==> src/rtl/camera_capture_source.sv <==
// Captures a parallel camera sensor bus into a SOF/EOL/EOF-tagged valid/ready stream.
// A small FIFO absorbs consumer stalls; overflow truncates the frame until the next FVAL edge.
module camera_capture_source #(
    parameter int P_DATA_W = 12,
    parameter int P_WIDTH  = 640,
    parameter int P_HEIGHT = 480,
    parameter int P_DEPTH  = 16
) (
    input  logic                ul1Clock,
    input  logic                ul1ResetN,
    input  logic                ul1Enable,
    input  logic                ul1ClearErr,
    input  logic                ul1SensFval,
    input  logic                ul1SensLval,
    input  logic                ul1SensPixEn,
    input  logic [P_DATA_W-1:0] ulSensData,
    output logic                ul1Valid,
    input  logic                ul1Ready,
    output logic [P_DATA_W-1:0] ulData,
    output logic                ul1Sof,
    output logic                ul1Eol,
    output logic                ul1Eof,
    output logic                ul1Busy,
    output logic                ul1Overflow,
    output logic                ul1SizeErr,
    output logic [15:0]         ulFrameCnt
);
    localparam int CW = $clog2(P_WIDTH + 1);
    localparam int RW = $clog2(P_HEIGHT + 1);
    localparam int AW = $clog2(P_DEPTH);
    localparam logic [CW-1:0] WIDTH_C  = CW'(P_WIDTH);
    localparam logic [CW-1:0] LAST_COL = CW'(P_WIDTH - 1);
    localparam logic [RW-1:0] HEIGHT_C = RW'(P_HEIGHT);
    localparam logic [RW-1:0] LAST_ROW = RW'(P_HEIGHT - 1);
    localparam logic [AW:0]   DEPTH_C  = (AW + 1)'(P_DEPTH);

    typedef enum logic [1:0] {S_IDLE, S_FRAME, S_DROP} state_t;

    typedef struct packed {
        logic [P_DATA_W-1:0] data;
        logic                sof;
        logic                eol;
        logic                eof;
    } word_t;

    state_t        state_q;
    logic          prev_fval_q, prev_lval_q;
    logic [CW-1:0] col_q;
    logic [RW-1:0] row_q, row_d;
    logic          wr_vld_q;
    word_t         wr_word_q;
    word_t         mem_q [P_DEPTH];
    word_t         rd_word;
    logic [AW-1:0] wptr_q, rptr_q;
    logic [AW:0]   cnt_q, cnt_d;
    logic          ovf_q, serr_q;
    logic [15:0]   fcnt_q;

    logic sample, fval_rise, fval_fall, lval_fall;
    logic in_frame, pix_in, in_range;
    logic ovf_evt, wr_ok, rd_en, serr_evt;

    assign sample    = ul1SensPixEn;
    assign fval_rise = sample & ul1SensFval & ~prev_fval_q;
    assign fval_fall = sample & ~ul1SensFval & prev_fval_q;
    assign lval_fall = sample & ~ul1SensLval & prev_lval_q;
    assign in_frame  = (state_q == S_FRAME);
    assign pix_in    = in_frame & sample & ul1SensFval & ul1SensLval;
    assign in_range  = (col_q < WIDTH_C) && (row_q < HEIGHT_C);

    // A word registered in the overflow cycle is discarded once in DROP, keeping the truncated
    // frame from resuming mid-stream when the consumer frees space.
    assign ovf_evt = wr_vld_q && (state_q != S_DROP) && (cnt_q == DEPTH_C);
    assign wr_ok   = wr_vld_q && (state_q != S_DROP) && (cnt_q != DEPTH_C);
    assign rd_en   = ul1Valid & ul1Ready;

    always_comb begin
        row_d = row_q;
        if (lval_fall && (col_q != '0) && (row_q < HEIGHT_C))
            row_d = row_q + 1'b1;
    end

    assign serr_evt = (pix_in & ~in_range)
                    | (in_frame & lval_fall & (col_q != '0) & (col_q < WIDTH_C))
                    | (in_frame & fval_fall & (row_d < HEIGHT_C));

    always_comb begin
        cnt_d = cnt_q;
        if (wr_ok && !rd_en)
            cnt_d = cnt_q + 1'b1;
        else if (!wr_ok && rd_en)
            cnt_d = cnt_q - 1'b1;
    end

    always_ff @(posedge ul1Clock) begin
        if (!ul1ResetN) begin
            state_q     <= S_IDLE;
            prev_fval_q <= 1'b1;
            prev_lval_q <= 1'b0;
            col_q       <= '0;
            row_q       <= '0;
            wr_vld_q    <= 1'b0;
            wr_word_q   <= '0;
            wptr_q      <= '0;
            rptr_q      <= '0;
            cnt_q       <= '0;
            ovf_q       <= 1'b0;
            serr_q      <= 1'b0;
            fcnt_q      <= '0;
        end else begin
            if (sample) begin
                prev_fval_q <= ul1SensFval;
                prev_lval_q <= ul1SensLval;
            end

            case (state_q)
                S_IDLE: begin
                    if (fval_rise && ul1Enable) begin
                        state_q <= S_FRAME;
                        col_q   <= '0;
                        row_q   <= '0;
                    end
                end
                S_FRAME: begin
                    if (ovf_evt)
                        state_q <= S_DROP;
                    else if (fval_fall)
                        state_q <= S_IDLE;
                    row_q <= row_d;
                    if (lval_fall)
                        col_q <= '0;
                    else if (pix_in && (col_q < WIDTH_C))
                        col_q <= col_q + 1'b1;
                end
                S_DROP: begin
                    if (sample && !ul1SensFval)
                        state_q <= S_IDLE;
                end
                default: state_q <= S_IDLE;
            endcase

            wr_vld_q <= pix_in & in_range;
            if (pix_in && in_range) begin
                wr_word_q.data <= ulSensData;
                wr_word_q.sof  <= (row_q == '0) && (col_q == '0);
                wr_word_q.eol  <= (col_q == LAST_COL);
                wr_word_q.eof  <= (col_q == LAST_COL) && (row_q == LAST_ROW);
            end

            if (wr_ok)
                wptr_q <= wptr_q + 1'b1;
            if (rd_en)
                rptr_q <= rptr_q + 1'b1;
            cnt_q <= cnt_d;

            if (wr_ok && wr_word_q.eof)
                fcnt_q <= fcnt_q + 1'b1;

            if (ovf_evt)
                ovf_q <= 1'b1;
            else if (ul1ClearErr)
                ovf_q <= 1'b0;

            if (serr_evt)
                serr_q <= 1'b1;
            else if (ul1ClearErr)
                serr_q <= 1'b0;
        end
    end

    always_ff @(posedge ul1Clock) begin
        if (wr_ok)
            mem_q[wptr_q] <= wr_word_q;
    end

    assign rd_word     = mem_q[rptr_q];
    assign ul1Valid    = (cnt_q != '0);
    assign ulData      = ul1Valid ? rd_word.data : '0;
    assign ul1Sof      = ul1Valid & rd_word.sof;
    assign ul1Eol      = ul1Valid & rd_word.eol;
    assign ul1Eof      = ul1Valid & rd_word.eof;
    assign ul1Busy     = (state_q != S_IDLE);
    assign ul1Overflow = ovf_q;
    assign ul1SizeErr  = serr_q;
    assign ulFrameCnt  = fcnt_q;

endmodule

==> config.mk <==
export PLATFORM = sky130hd
export DESIGN_NAME = camera_capture_source
export DESIGN_NICKNAME = d
export VERILOG_FILES = /design/src/rtl/camera_capture_source.sv
export SDC_FILE = /design/constraint.sdc
export NUM_CORES = 1
export LEC_CHECK = 0
export ABC_AREA = 1
export BUFFER_PORTS_ARGS = -buffer_cell sky130_fd_sc_hd__buf_2
export CAP_MARGIN = 25
export CORE_MARGIN = 2
export CORE_UTILIZATION = 42
export CTS_CLUSTER_SIZE = 12
export DETAILED_ROUTE_END_ITERATION = 7
export GPL_TIMING_DRIVEN = 1
export PLACE_DENSITY = 0.54
export SYNTH_ARGS = -nofsm -noshare
export SYNTH_HDL_FRONTEND = slang
export SYNTH_SLANG_ARGS = --single-unit
export TNS_END_PERCENT = 100
==> constraint.sdc <==
create_clock -name ul1Clock -period 3.1 [get_ports ul1Clock]
set_input_delay 0.31 -clock ul1Clock [delete_from_list [all_inputs] [get_ports ul1Clock]]
set_output_delay 0.31 -clock ul1Clock [all_outputs]
set_load 0.05 [all_outputs]
==> flow_metrics.env <==
export IMPL_required_ps=2790
export IMPL_floorplan_initialDensity_pct=42.6
export IMPL_timing_setup_critical_path_class="reg2out"
export IMPL_nets=1300
export IMPL_leakage_nw=5.19
export IMPL_synth_top_family_by_area="simple AND/OR/NAND/NOR gates"
export IMPL_crit_reg2reg_capture="cnt_q[3]"
export IMPL_min_delay_path_class="in2reg"
export IMPL_post_layout_total_power_mw=11.6
export IMPL_largest_clock_skew_in_the_final_design_ps=20.1
export IMPL_reg2reg_depth=14
export IMPL_max_cap_violations=0
export IMPL_die_w_um=180
export IMPL_cts_resized=0
export IMPL_grt_use_total_pct=20.4
export IMPL_timing_critical_path_arrival_ps=2650
export IMPL_tritoncts_num_sinks=314
export IMPL_fp_coreArea_um2=30600
export IMPL_fraction_of_the_mapped_netlist_area_in_adder_cells_pct=1.50
export IMPL_share_of_layout_cells_above_drive_strength_1_pct=14.2
export IMPL_muxShareOfSynthArea_pct=0
export IMPL_grt_pass1_vias=8895
export IMPL_mostFrequentLayoutCells="sky130_fd_sc_hd__edfxtp_1 (240), sky130_fd_sc_hd__nor2_1 (217), sky130_fd_sc_hd__o21ai_0 (164), sky130_fd_sc_hd__nand2_1 (97), sky130_fd_sc_hd__dfxtp_1 (72)"
export IMPL_rrSetupSlack_ps=630
export IMPL_dp_hpwl_um=19300
export IMPL_grt_met3_usage_pct=2.91
export IMPL_yosys_area_top_type_share_pct=55.3
export IMPL_tritoncts_num_buffers=35
export IMPL_num_io_pins=55
export IMPL_route_vias_total=9067
export IMPL_clk_path_buf_depth=3
export IMPL_antenna_cells=0
export IMPL_cts_root_buffer="sky130_fd_sc_hd__clkbuf_16"
export IMPL_end_kind="output pin"
export IMPL_hold_path_endpoint="wr_word_q[6]"
export IMPL_yosys_area_share_simple_pct=13.9
export IMPL_finalCriticalPeriod_ps=2960
export IMPL_globalplace_congestion=0.791
export IMPL_height_of_the_die_um=180
export IMPL_post_cts_setup_buffers=0
export IMPL_hold_slack_ps=61.9
export IMPL_final_hold_viol_count=0
export IMPL_status="completed"
export IMPL_worst_skew_pair_late_latency_ps=520
export IMPL_yosysWarningCount=0
export IMPL_max_clock_freq_ghz=0.338
export IMPL_drc=0
export IMPL_final_cell_area_um2=15000
export IMPL_hold_depth=3
export IMPL_postLayoutSetupSlackWorst_ps=139
export IMPL_syn_mean_instance_area_um2=10.9
export IMPL_cp_max_fo=38
export IMPL_globalRoute_totalOverflow=0
export IMPL_count_of_hold_buffers_inserted_by_post_cts_repair=0
export IMPL_grt_busiest_layer="met2"
export IMPL_met1_grt_util_pct=28.9
export IMPL_critical_path_startpoint_type="flop"
export IMPL_worst_slew_pin_slew_ps=897
export IMPL_path_clk_slew_ps=60
export IMPL_cells_after_synth=1194
export IMPL_final_antenna_net_count=0
export IMPL_final_max_slew_viol_count=0
export IMPL_final_worst_path_cycle_share_pct=95.5
export IMPL_setup_violations=0
export IMPL_layout_core_utilization_pct=49.0
export IMPL_area_delta_synth_final_pct=14.9
export IMPL_grt_pass1_wl_um=51500
export IMPL_placed_cells_incl_taps=1624
export IMPL_worst_slew_slack_as_a_fraction_of_its_limit_pct=40.2
export IMPL_yosys_cell_types_count=48
export IMPL_drt_pre_antenna_iters=5
export IMPL_synthXorXnorAreaFrac_pct=0.604
export IMPL_synthesis_area_um2=13000
export IMPL_fp_dieArea_um2=32500
export IMPL_share_of_the_synthesized_area_in_compound_gates_ao_oa_aoi_oai_pct=13.1
export IMPL_yosysSeqAreaShare_pct=66.6
export IMPL_regToRegStartpoint="state_q[1]"
export IMPL_htree_num_levels=2
export IMPL_final_layout_setup_total_negative_slack_ps=0
export IMPL_antenna_violations_before_repair=1
export IMPL_maximum_number_of_pins_on_one_net_before_global_route_repair=87
export IMPL_core_rowCount=64
export IMPL_power_per_cell_area_nw_per_um2=771
export IMPL_library_cell_occupying_the_most_area_in_the_post_synthesis_netlist="sky130_fd_sc_hd__edfxtp_1"
export IMPL_layout_cells_most_common="sky130_fd_sc_hd__edfxtp_1"
export IMPL_detailedPlace_worstSlack_ps=565
export IMPL_num_fill_cells=2848
export IMPL_tritoncts="yes"
export IMPL_hold_path_startpoint="ulSensData[3]"
export IMPL_postPlaceCellArea_um2=13900
export IMPL_power_ir_vdd_worst_uv=380
export IMPL_routedWlPerCell_um=19.6
export IMPL_synth_top_cells_by_area="sky130_fd_sc_hd__edfxtp_1 (55%), sky130_fd_sc_hd__dfxtp_1 (11%), sky130_fd_sc_hd__nor2_1 (6.5%), sky130_fd_sc_hd__o21ai_0 (6.3%), sky130_fd_sc_hd__nand2_1 (2.8%)"
export IMPL_drt_wl_total_um=33100
export IMPL_final_instance_count_excl_fill=1686
export IMPL_synth_nets=1229
export IMPL_unrepaired_setup_endpoints_after_global_routing="no"
export IMPL_global_route_usage_met2_pct=33.1
export IMPL_ys_ff_latch=314
export IMPL_io_buffers=54
export IMPL_routed_via_density=5.38
export IMPL_drt_iter0_drc=854
[power by group]
part | switching, mW | internal (mW)
clock | 1.60 | 2.31
combinational | 2.21 | 0.797
sequential | 0.0898 | 4.55
[area by class of cell]
class	count	area, um^2	area share, %
sequential	314	8690	58.0
multi-input combinational	742	3810	25.4
clock buffer	54	1040	6.94
clock inverter	8	43.8	0.292
inverter	80	309	2.06
timing repair buffer	92	597	3.98
tap	396	495	3.30
[synthesized netlist by cell type (all sizes together)]
cell type    n
a21oi       62
o21a         2
dfxtp       74
a211oi       1
ha          14
clkbuf      39
xnor2        2
o31ai        2
a21o         1
and3         1
inv         77
clkinv       3
buf         19
nand4       11
xor2         7
a2bb2oi      1
nand2      103
nor3        13
o22ai       21
edfxtp     240
o21ai      169
nor3b        1
o211ai       1
fa           1
o221ai      40
nor4         2
nand3       50
nand3b       1
and2         1
nor2       235
[sequential cells by signal (all words and copies together), names as in the netlist, named ones only]
signal / flops
state_q: 2
prev_lval_q: 1
wr_vld_q: 1
ul1SizeErr: 1
ul1Overflow: 1
rptr_q: 4
cnt_q: 5
prev_fval_q: 1
wptr_q: 4
col_q: 10
ulFrameCnt: 16
wr_word_q: 15
mem_q: 240
row_q: 9
[worst max-delay path, stage by stage (launching register included)]
cell and delay [ps]:
sky130_fd_sc_hd__dfxtp_4 470, sky130_fd_sc_hd__buf_4 400, sky130_fd_sc_hd__o21ai_0 150, sky130_fd_sc_hd__o22ai_1 170, sky130_fd_sc_hd__nor2_1 50, sky130_fd_sc_hd__nor2_1 90, sky130_fd_sc_hd__o21ai_0 90, sky130_fd_sc_hd__a21oi_1 350
sky130_fd_sc_hd__buf_2 340
[how the worst max path moves through the flow]
stage | slack, ps | startpoint | endpoint | cells after the start
after floorplan | 610 | cnt_q[0] | cnt_q[4] | 13
after global placement | 550 | flop | ulData[8] | 8
after detailed placement | 570 | flop | ulData[8] | 8
after CTS | 10 | flop | ulData[8] | 8
after global routing | 20 | flop | ulData[2] | 8
final | 140 | flop | ulData[2] | 8
[kinds of logic after synthesis]
family	count (synthesis)
AOI/OAI and AO/OA	300
adders and majority gates	15
xor gates and xnor gates	9
and+or+nand+nor	418
buffers and inverters	138
DFF	314
[routing by layer]
layer,vias to the layer above,routed length (um)
met5,-,13
met4,2,614
met3,49,1810
met2,234,15300
met1,4392,15300
li1,4390,-
No activity file was read; power rests on OpenSTA's default activity.
